### src/rtl/uart_block_rx.sv
// Oversampling 8N1 UART receiver that packs BLOCK_BYTES bytes into one block behind a valid/ready output.
// Optional MODE_TAG_EN: block_mode flags blocks whose first byte is 8'hFF.
`timescale 1ns/1ps
module uart_block_rx #(
  parameter int CLK_FREQ     = 50_000_000,
  parameter int BAUDRATE     = 115_200,
  parameter int OVERSAMPLE   = 16,
  parameter int BLOCK_BYTES  = 16,
  parameter int TIMEOUT_BITS = 32
) (
  input  logic                     clk,
  input  logic                     reset,
  input  logic                     rx,
  output logic [8*BLOCK_BYTES-1:0] block_data,
  output logic                     block_valid,
  input  logic                     block_ready,
  output logic                     block_mode,
  output logic                     frame_err,
  output logic                     timeout,
  output logic                     overrun,
  output logic                     busy
);
  localparam int DIV      = CLK_FREQ / (BAUDRATE * OVERSAMPLE);
  localparam int DIV_W    = $clog2(DIV + 1);
  localparam int OS_W     = $clog2(OVERSAMPLE + 1);
  localparam int TO_TICKS = TIMEOUT_BITS * OVERSAMPLE;
  localparam int TO_W     = $clog2(TO_TICKS + 1);
  localparam int IDX_W    = $clog2(BLOCK_BYTES + 1);
  localparam int BW       = 8 * BLOCK_BYTES;

  typedef enum logic [1:0] {S_IDLE, S_START, S_DATA, S_STOP} state_t;

  state_t           state_q, state_d;
  logic             rx_s1_q, rx_s1_d, rx_s2_q, rx_s2_d;
  logic [DIV_W-1:0] div_q, div_d;
  logic [OS_W-1:0]  os_q, os_d;
  logic [2:0]       bit_q, bit_d;
  logic [7:0]       shift_q, shift_d;
  logic [IDX_W-1:0] idx_q, idx_d;
  logic [TO_W-1:0]  to_q, to_d;
  logic [BW-1:0]    buf_q, buf_d, blk_next;
  logic [BW-1:0]    data_q, data_d;
  logic             valid_q, valid_d;
  logic             frame_err_q, frame_err_d;
  logic             timeout_q, timeout_d;
  logic             overrun_q, overrun_d;
  logic             run, tick, complete, load;

  // The divider also runs while idle with a partial block so the timeout can count bit-times.
  assign run  = (state_q != S_IDLE) || (idx_q != '0);
  assign tick = run && (div_q == DIV_W'(DIV - 1));
  assign load = complete && (!valid_q || block_ready);

  always_comb begin
    state_d     = state_q;
    rx_s1_d     = rx;
    rx_s2_d     = rx_s1_q;
    div_d       = '0;
    os_d        = os_q;
    bit_d       = bit_q;
    shift_d     = shift_q;
    idx_d       = idx_q;
    to_d        = to_q;
    buf_d       = buf_q;
    data_d      = data_q;
    valid_d     = valid_q;
    frame_err_d = 1'b0;
    timeout_d   = 1'b0;
    overrun_d   = 1'b0;
    complete    = 1'b0;
    blk_next    = buf_q;
    blk_next[int'(idx_q)*8 +: 8] = shift_q;

    if (run) div_d = tick ? '0 : div_q + DIV_W'(1);

    case (state_q)
      S_IDLE: begin
        if (!rx_s2_q) begin
          state_d = S_START;
          div_d   = '0;
          os_d    = '0;
          to_d    = '0;
        end else if (tick && idx_q != '0) begin
          if (to_q == TO_W'(TO_TICKS - 1)) begin
            idx_d     = '0;
            to_d      = '0;
            timeout_d = 1'b1;
          end else begin
            to_d = to_q + TO_W'(1);
          end
        end
      end
      S_START: begin
        if (tick) begin
          if (os_q == OS_W'(OVERSAMPLE/2 - 1)) begin
            state_d = rx_s2_q ? S_IDLE : S_DATA;
            os_d    = '0;
            bit_d   = '0;
          end else begin
            os_d = os_q + OS_W'(1);
          end
        end
      end
      S_DATA: begin
        if (tick) begin
          if (os_q == OS_W'(OVERSAMPLE - 1)) begin
            os_d    = '0;
            shift_d = {rx_s2_q, shift_q[7:1]};
            bit_d   = bit_q + 3'd1;
            if (bit_q == 3'd7) state_d = S_STOP;
          end else begin
            os_d = os_q + OS_W'(1);
          end
        end
      end
      default: begin
        if (tick) begin
          if (os_q == OS_W'(OVERSAMPLE - 1)) begin
            state_d = S_IDLE;
            os_d    = '0;
            if (rx_s2_q) begin
              buf_d = blk_next;
              if (idx_q == IDX_W'(BLOCK_BYTES - 1)) begin
                idx_d    = '0;
                complete = 1'b1;
              end else begin
                idx_d = idx_q + IDX_W'(1);
              end
            end else begin
              frame_err_d = 1'b1;
              idx_d       = '0;
            end
          end else begin
            os_d = os_q + OS_W'(1);
          end
        end
      end
    endcase

    // A block finishing on the accepting clock replaces the old one without an overrun.
    if (load) begin
      data_d  = blk_next;
      valid_d = 1'b1;
    end else if (complete) begin
      overrun_d = 1'b1;
    end else if (valid_q && block_ready) begin
      valid_d = 1'b0;
    end
  end

  always_ff @(posedge clk or posedge reset) begin
    if (reset) begin
      state_q     <= S_IDLE;
      rx_s1_q     <= 1'b1;
      rx_s2_q     <= 1'b1;
      div_q       <= '0;
      os_q        <= '0;
      bit_q       <= '0;
      shift_q     <= '0;
      idx_q       <= '0;
      to_q        <= '0;
      buf_q       <= '0;
      data_q      <= '0;
      valid_q     <= 1'b0;
      frame_err_q <= 1'b0;
      timeout_q   <= 1'b0;
      overrun_q   <= 1'b0;
    end else begin
      state_q     <= state_d;
      rx_s1_q     <= rx_s1_d;
      rx_s2_q     <= rx_s2_d;
      div_q       <= div_d;
      os_q        <= os_d;
      bit_q       <= bit_d;
      shift_q     <= shift_d;
      idx_q       <= idx_d;
      to_q        <= to_d;
      buf_q       <= buf_d;
      data_q      <= data_d;
      valid_q     <= valid_d;
      frame_err_q <= frame_err_d;
      timeout_q   <= timeout_d;
      overrun_q   <= overrun_d;
    end
  end

`ifdef MODE_TAG_EN
  logic mode_q, mode_d;
  always_comb begin
    mode_d = mode_q;
    if (load) mode_d = (blk_next[7:0] == 8'hFF);
  end
  always_ff @(posedge clk or posedge reset) begin
    if (reset) mode_q <= 1'b0;
    else       mode_q <= mode_d;
  end
  assign block_mode = mode_q;
`else
  assign block_mode = 1'b0;
`endif

  assign block_data  = data_q;
  assign block_valid = valid_q;
  assign frame_err   = frame_err_q;
  assign timeout     = timeout_q;
  assign overrun     = overrun_q;
  assign busy        = (state_q != S_IDLE);
endmodule

### config.mk
export PLATFORM = sky130hd
export DESIGN_NAME = uart_block_rx
export DESIGN_NICKNAME = d
export VERILOG_FILES = /design/src/rtl/uart_block_rx.sv
export SDC_FILE = /design/constraint.sdc
export NUM_CORES = 1
export LEC_CHECK = 0
export ABC_AREA = 1
export BUFFER_PORTS_ARGS = -buffer_cell sky130_fd_sc_hd__clkbuf_2
export CORE_ASPECT_RATIO = 1.75
export CORE_MARGIN = 3
export CORE_UTILIZATION = 41
export CTS_CLUSTER_SIZE = 28
export DETAILED_ROUTE_END_ITERATION = 10
export PLACE_DENSITY_LB_ADDON = 0.08
export SYNTH_ARGS = -nofsm -noshare
export SYNTH_HDL_FRONTEND = slang
export SYNTH_SLANG_ARGS = --single-unit
### constraint.sdc
create_clock -name clk -period 12.2 [get_ports clk]
set_clock_uncertainty 0.2 [all_clocks]
set_input_delay 2.44 -clock clk [delete_from_list [all_inputs] [get_ports clk]]
set_output_delay 2.44 -clock clk [all_outputs]
set_load 0.005 [all_outputs]
Yosys cells after proc, flatten, opt, wreduce, memory -nomap -nowiden --
Index checks and enable logic that the tools add are counted.
Word-level totals: bits in registers 300, input bits 4, output and inout port bits 134, word-level logic and storage cells 124
Operators by class: add/subtract/negate cells 6, eq/ne operators 19, shift-type cells 2, multiplexer cells 55, bitwise operators 2, reductions and logical operators 25
Operators by type and width (number):
- 128-bit bitwise mux | 1
- 8-bit by 33-bit variable shift with 128-bit output (first input constant) | 1
- 8-bit by 33-bit indexed part select with 128-bit output | 1
- 5-bit two-way mux | 16
- 8-bit negator with 33-bit output | 1
- 10-bit two-way mux | 3
- 5-bit case mux with 2 select lines | 2
- 1-bit two-way mux | 18
- 2-bit two-way mux | 9
- 2-bit != test (second input constant) | 9
- 5-bit by 1-bit adder with 5-bit output (second input constant) | 3
- 3-bit two-way mux | 4
- 10-bit by 1-bit adder with 10-bit output (second input constant) | 1
- 10-bit by 9-bit == test with 1-bit output (second input constant) | 1
- 5-bit by 4-bit == test with 1-bit output (second input constant) | 2
- 2-bit nonzero test | 5
- 8-bit AND reduction | 1
- 2-bit case mux with 3 select lines | 1
- 3-bit case mux with 2 select lines | 1
- 3-bit AND reduction | 2
- 6-bit AND reduction | 1
- 5-bit by 3-bit == test with 1-bit output (second input constant) | 1
- 5-bit == test (second input constant) | 1
- 5-bit AND reduction | 1
- 16 further kinds | 23

Longest topological paths before layout --
Gate-level depths: netlist (run 1).
depth in word-level cells 9, mapped depth 15, gate-level depth less buffers 13

Least setup slack after synthesis (run 1) --
Ideal clock, no wire load.
path type register to output, start register state_q[1], end output busy, arrival 1.046 ns, required time 9.560 ns, path slack 8.514 ns, cell stages (with the launch flop) 5, buffers on the path 1, path through dfrtp_1 > inv_1 > ha_1 > clkbuf_1 > inv_1
Between the ends: cells in the longest elaborated chain, start to end 1
Ends and longest elaborated chain:
- from (decl) | RTL line 33 | state_t state_q, state_d;
- from (signal assigned) | RTL line 169 | state_q <= state_d;
- 2-bit nonzero test | RTL line 207 | assign busy = (state_q != S_IDLE);
- to (decl) | RTL line 21 | output logic busy
Every way passes these cells.

Worst setup path after layout (run 1) --
start register idx_q[0], end register data_q[38] (netlist: block_data[38])
Between the ends: cells in the longest elaborated chain, start to end 7, elaborated cells between the ends (all ways) 14, classes of those cells add/sub: 1; eq/ne: 1; shift: 2; mux: 6; reduce/logical: 4
Ends and longest elaborated chain:
- from (decl) | RTL line 39 | logic [IDX_W-1:0] idx_q, idx_d;
- from (signal assigned) | RTL line 176 | idx_q <= idx_d;
- parallel branches: the longest is 7 deep, another holds 8-bit negator with 33-bit output
- to (signal assigned) | RTL line 179 | data_q <= data_d;
- to (decl) | RTL line 42 | logic [BW-1:0] data_q, data_d;
Several ways; the timed one is not identified. A chain may end at the register's enable or synchronous reset.

==> run metrics, run 1 <==
Net Count, Synth 1862; worst-case reg-to-reg path depth 15; Tcrit/Tclk final 0.3969; drt via density 5.142; DR vias 12370; num rows 90; initial antenna violation count 0; crit path cell chain inv_2 -> ha_1 -> nand2_1 -> nor2_1 -> ha_1 -> nand2_1 -> nand4_2 -> nor2_2 -> nand2_2 -> nor3_4 -> buf_4 -> inv_4 -> buf_4 -> nand2_1 -> nand2_1; 1st-iter DRT viols 968; WHS Path Cells 0; area grow syn2layout 12.40%; Pleak 8.936 nW; Clock Root Buffer clkbuf_16; grt total ovfl 0; H-tree depth 1; TNS Setup 0 ns; post-route minimum period 4.842 ns; CTS clock-pin slew for the worst setup and hold paths 0.07 ns; HPWL after DPL 26080 um; drt first pass iters 5; GP Congestion 0.8013; Synth Area in Adders 0.01293; worst-skew pair later-pin latency 0.56 ns; CTS tree built; share of post-route cells with drive strength above 1 0.1183; Synth Area in Simple Gates 0.3432; worst hold start rx_s1_q; num ports 138; vias in the first global route 11700; multiplexer area fraction after synthesis 0.003103; Routed Antenna Nets 0; synth unique cells 39; crit path buf inv count 4; crit-path max FO 79; post-synthesis cell area 0.01452 mm2; MaxCap Viol Count 0; warnings from Yosys 0; max-slew violation count 0; XOR/XNOR share of the synthesized area 0.004223; FF+latch count, synth 300; die area 0.03779 mm2; Inserted Diodes 0; Initial Utilization 0.4185; port buffer count 136; origin of the critical flop-to-flop path idx_q[0]; Final Hold Vio Count 0; CP max stage cell dfrtp_1; DRC Markers 0; clock buffer depth 3; fillcell total 3488; overall routing resource usage 0.2106; Die Y 254.9 um; Overall Power 0.001962 W; CTS sink cnt 300; commonest non-fill, non-tap cell in the layout nand2_1; RSZ-0062 raised after global routing false; post-synthesis sequential area ratio 0.5173; flop-to-flop setup slack 7.36 ns; Avg Inst Size Synth 7.877 um2; Post-CTS Setup Inserts 0; R2R Path End block_data[38]; CP endpoint kind register; Worst path top cell family by delay simple AND/OR/NAND/NOR gates; critical path launch point type register; CP arrival 5.08 ns; Die X 148.2 um; required time of the critical path 12.44 ns; PwrDens 120.2 mW/mm2; Synth Area in Compound Gates 0.03517; Core ar. 0.03468 mm2; Hold EP rx_s2_q; Slew HR 0.2550; kind of critical path register to register; fmax 0.2065 GHz; worst-margin pin slew 1.118 ns; Hold-fix buffers, CTS 0; worst-case vdd ir drop 0.1056 mV; synthesized instance count 1843; cell repeated most along the worst path nand2_1; pin count of the biggest net entering global routing 175; delay of the slowest cell on the worst path 0.64 ns; first-pass GRT wire length 64690 um; post-CTS resize count 0; routed wire length per instance 16.74 um; Final setup viols 0; most frequent cells in the layout 714 x nand2_1, 298 x dfrtp_1, 261 x nand3_1; HP Class register to register; status completed; CTS buffer count 29; nets@finish 1947; drt total wl 40250 um; largest family of logic cells by synthesized area simple AND/OR/NAND/NOR gates
## cell families after synthesis
group	after synthesis
mux	4
buf+inv	278
other cells	1
simple gates	1141
xor+xnor	7
fa+ha+maj	15
flops	300
compound gates	97
## state kept, by name, indices dropped and copies added, names as in the netlist, 2 cells and up
| signal | count |
|---|---|
| block_data | 128 |
| buf_q | 128 |
| to_q | 10 |
| shift_q | 8 |
| div_q | 5 |
| idx_q | 5 |
| os_q | 5 |
| bit_q | 3 |
| state_q | 2 |
## per-stage QoR
step	util	hold WS (ns)	area (um2)	setup slack (ns)	cells
final	0.4705	0.1590	16320	7.358	2405
after global routing	0.4705	0.1669	16320	6.966	2405
after CTS	0.4705	0.1612	16320	7.325	2405
after detailed placement	0.4427	0.1515	15350	7.127	2357
after global placement	0.4427	0.1484	15350	7.226	2357
after floorplan	-	0.1452	14520	1.274	1843
## area by class of cell
cell class | instances | area [um2] | area share
clock buffer | 39 | 783.3 | 0.04800
timing repair buffer | 144 | 753.2 | 0.04616
tap | 460 | 575.6 | 0.03527
clock inverter | 9 | 178.9 | 0.01097
multi-input combinational | 1265 | 5798 | 0.3553
inverter | 188 | 718.2 | 0.04402
sequential | 300 | 7510 | 0.4602
## report_power, final
group	switching, W	total [W]	leakage, nW	internal [W]
Clock	0.000393	0.000945	0.460	0.000552
Sequential	0.000000307	0.000995	4.16	0.000995
Combinational	0.0000201	0.0000214	4.31	0.00000135
Total	0.000413	0.00196	8.94	0.00155
## cell usage after synthesis, drive strengths merged
library cell    n  area (um2)
mux2            4       45.04
o21a            1       7.510
nor3            9       61.31
nand3b          1       7.510
inv           187       701.9
dfrtp         298        7457
a21oi           7       35.03
a22o            2       17.52
a31oi           1       6.260
nand2         720        2718
conb            1       3.750
ha             15       187.7
xnor2           2       17.52
nand3         270        1404
xor2            5       43.79
nand4          81       519.2
nor2           60       272.8
a22oi           1       7.510
clkinv          1       3.750
dfstp           2       52.55
o21ai          78       390.4
buf            69       431.7
o22ai           5       31.28
a211oi          1       7.510
o31ai           1       7.510
clkbuf         21       78.83
## how the worst max path moves through the flow
stage                start             end  slack, ns  cells past startpoint
2_1_floorplan        reset        bit_q[0]       1.27                      1
3_3_place_gp   block_ready  block_data[99]       7.23                      8
3_5_place_dp   block_ready  block_data[38]       7.13                      8
4_1_cts           idx_q[0]   block_data[9]       7.32                     14
5_1_grt           idx_q[0]  block_data[28]       6.97                     15
6_report          idx_q[0]  block_data[38]       7.36                     15
## per-layer routing
layer | vias to the layer above | routed length (um) | GRT usage
met5 | - | 0 | 0
met4 | 0 | 1193 | 0.06790
met3 | 67 | 1985 | 0.02108
met2 | 319 | 20010 | 0.3589
met1 | 5906 | 17060 | 0.2843
li1 | 6074 | - | -
(Power assumes the default switching activity.)
==> run 2, diff against run 1 <==
clock period = 4.2 ns   (was 12.2 ns; I/O delays follow)
==> run 2 against run 1 <==
  * Register-to-register slack got worse by 6.6 ns
  * Worst hold slack got worse by 0.0033 ns
  * Count of clock-buffer cells in the layout rose by 6
  * Non-clock buffer count rose by 12
  * Via count fell by 0.21%
  * Highest routed layer unchanged
  * Critical path type unchanged
  * Combinational power rose to 3.2 times the previous value
  * Critical path depth fell by 3
  * Power rose to 2.9 times the previous value
  * Cell area rose by 1.3%
==> run metrics, run 2 (synthesis results as in run 1) <==
Worst path top cell family by delay buffers and inverters; required time of the critical path 4.45 ns (-7.99 ns); share of post-route cells with drive strength above 1 0.1263 (+0.008085); Final Hold Vio Count 0 (unchanged); Overall Power 0.005752 W (+190%); PwrDens 348.0 mW/mm2 (+190%); DR vias 12340 (-0.21%); GP Congestion 0.8202 (+2.4%); placed insts 2369 (+0.51%); Die Y 254.9 um (unchanged); GR Util met1 0.2820 (-0.002294); grt total ovfl 0 (unchanged); clock buffer depth 3 (unchanged); H-tree depth 1 (unchanged); vias in the first global route 12110 (+3.5%); Post-CTS Setup Inserts 0 (unchanged); worst-margin pin slew 0.6852 ns (-0.4323 ns); post-CTS resize count 0 (unchanged); worst-case vdd ir drop 0.2768 mV (+160%); Initial Utilization 0.4185 (unchanged); CP endpoint kind register; CP arrival 3.67 ns (-1.41 ns); 1st-iter DRT viols 875 (-9.6%); DRC Markers 0 (unchanged); drt first pass iters 5 (unchanged); kind of critical path register to register; Final setup viols 0 (unchanged); status completed; routed wire length per instance 16.64 um (-0.60%); fmax 0.2928 GHz (+42%); area grow syn2layout 13.85%; post-route minimum period 3.416 ns (-1.426 ns); busiest metal layer after global routing met2; Inserted Diodes 0 (unchanged); CTS clock-pin slew for the worst setup and hold paths 0.06 ns (about the same); port buffer count 136 (unchanged); crit-path max FO 18 (-77%); Tcrit/Tclk final 0.8133 (+0.4164); num rows 90 (unchanged); Die X 148.2 um (unchanged); die area 0.03779 mm2 (unchanged); post-route insts no fill 2423 (+0.75%); CTS sink cnt 300 (unchanged); drt via density 5.093 (-0.95%); crit path cell chain inv_2 -> ha_1 -> buf_4 -> nor2_2 -> inv_1 -> nor2_4 -> buf_4 -> nand3_2 -> inv_1 -> nand2_1 -> nand3_1 -> nand2_1; sw frac 0.2116 (+0.001044); initial antenna violation count 0 (unchanged); first-pass GRT wire length 65120 um (+0.66%); CP max stage cell dfrtp_1; delay of the slowest cell on the worst path 0.65 ns (about the same); grt met3 use 0.02055 (-0.0005314); Core ar. 0.03468 mm2 (unchanged); pin count of the biggest net entering global routing 129 (-26%); CTS buffer count 30 (+3.4%); Clock Root Buffer clkbuf_16; met2 Resource Use GR 0.3727 (+0.01386); MaxCap Viol Count 0 (unchanged); Gate power share 0.012 (about the same); Routed Antenna Nets 0 (unchanged); Pleak 9.052 nW (+1.3%); Slew HR 0.5422 (+0.2872); Reg power frac 0.503 (-0.004); HP Class input pin to register; Hold-fix buffers, CTS 0 (unchanged); Sw Pwr 0.001217 W (+190%); crit path buf inv count 5 (+1); HPWL after DPL 27000 um (+3.5%); clock power share 0.485 (+0.003); overall routing resource usage 0.2128 (+0.002216); CTS tree built; Pint 0.004535 W (+190%); max-slew violation count 0 (unchanged); critical path launch point type register; drt total wl 40310 um (+0.15%); commonest non-fill, non-tap cell in the layout nand2_1; most frequent cells in the layout 714 x nand2_1, 298 x dfrtp_1, 261 x nand3_1; num ports 138 (unchanged); worst-skew pair later-pin latency 0.57 ns (about the same); RSZ-0062 raised after global routing false; nets@finish 1960 (+0.67%); fillcell total 3536 (+1.4%)
run 2: changes by cell type in the layout (fill, tap and decap cells not counted), sizes merged:
cell	before	now
bufinv	5	3
buf	8	20
clkinv	3	6
inv	187	186
clkbuf	175	181
run 2: metrics by stage:
step | TNS [ns] | util | instance area (um2) | worst slack (ns) | hold WS, ns
global placement | 0 | 0.4474 | 15520 | 0.8775 | 0.1469
floorplan | -245.98 | - | 14520 | -0.8254 | 0.1452
CTS | 0 | 0.4765 | 16530 | 0.8169 | 0.1247
finish | 0 | 0.4765 | 16530 | 0.7842 | 0.1558
global route | 0 | 0.4765 | 16530 | 0.4947 | 0.1411
detailed placement | 0 | 0.4474 | 15520 | 0.8316 | 0.1531
run 2: worst paths after layout:
kind                       cells past startpoint      from              end  slack [ns]
min in group asynchronous                      2     reset   block_data[46]        0.17
min                                            1        rx          rx_s1_q        0.16
max reg2reg                                   12  idx_q[0]        buf_q[97]        0.78
max in group asynchronous                      3     reset  block_data[113]        2.65
min reg2reg                                    0   rx_s1_q          rx_s2_q        0.16
max                                           12  idx_q[0]        buf_q[97]        0.78
run 2: power groups by stage:
stage	registers, W	logic, W	clock network, W
global route	0.00289	0.0000810	0.00297
detailed placement	0.00295	0.0000740	0
CTS	0.00289	0.0000740	0.00288
floorplan	0.00295	0.0000450	0
finish	0.00289	0.0000682	0.00279
global placement	0.00295	0.0000747	0
run 2: layer usage:
metal	share of wire	wire length, um
met1	0.43	17220
met2	0.51	20360
met3	0.044	1771
met4	0.024	952
met5	0	0
run 2: area by class of cell:
class | count | area [um2] | share of cell area
clock buffers | 45 | 888.4 | 0.05375
clock inverters | 9 | 122.6 | 0.007419
inverters | 188 | 714.4 | 0.04323
multi-input cells | 1265 | 5798 | 0.3508
flip-flops and latches | 300 | 7510 | 0.4544
well taps | 460 | 575.6 | 0.03482
repair buffers | 156 | 918.4 | 0.05557
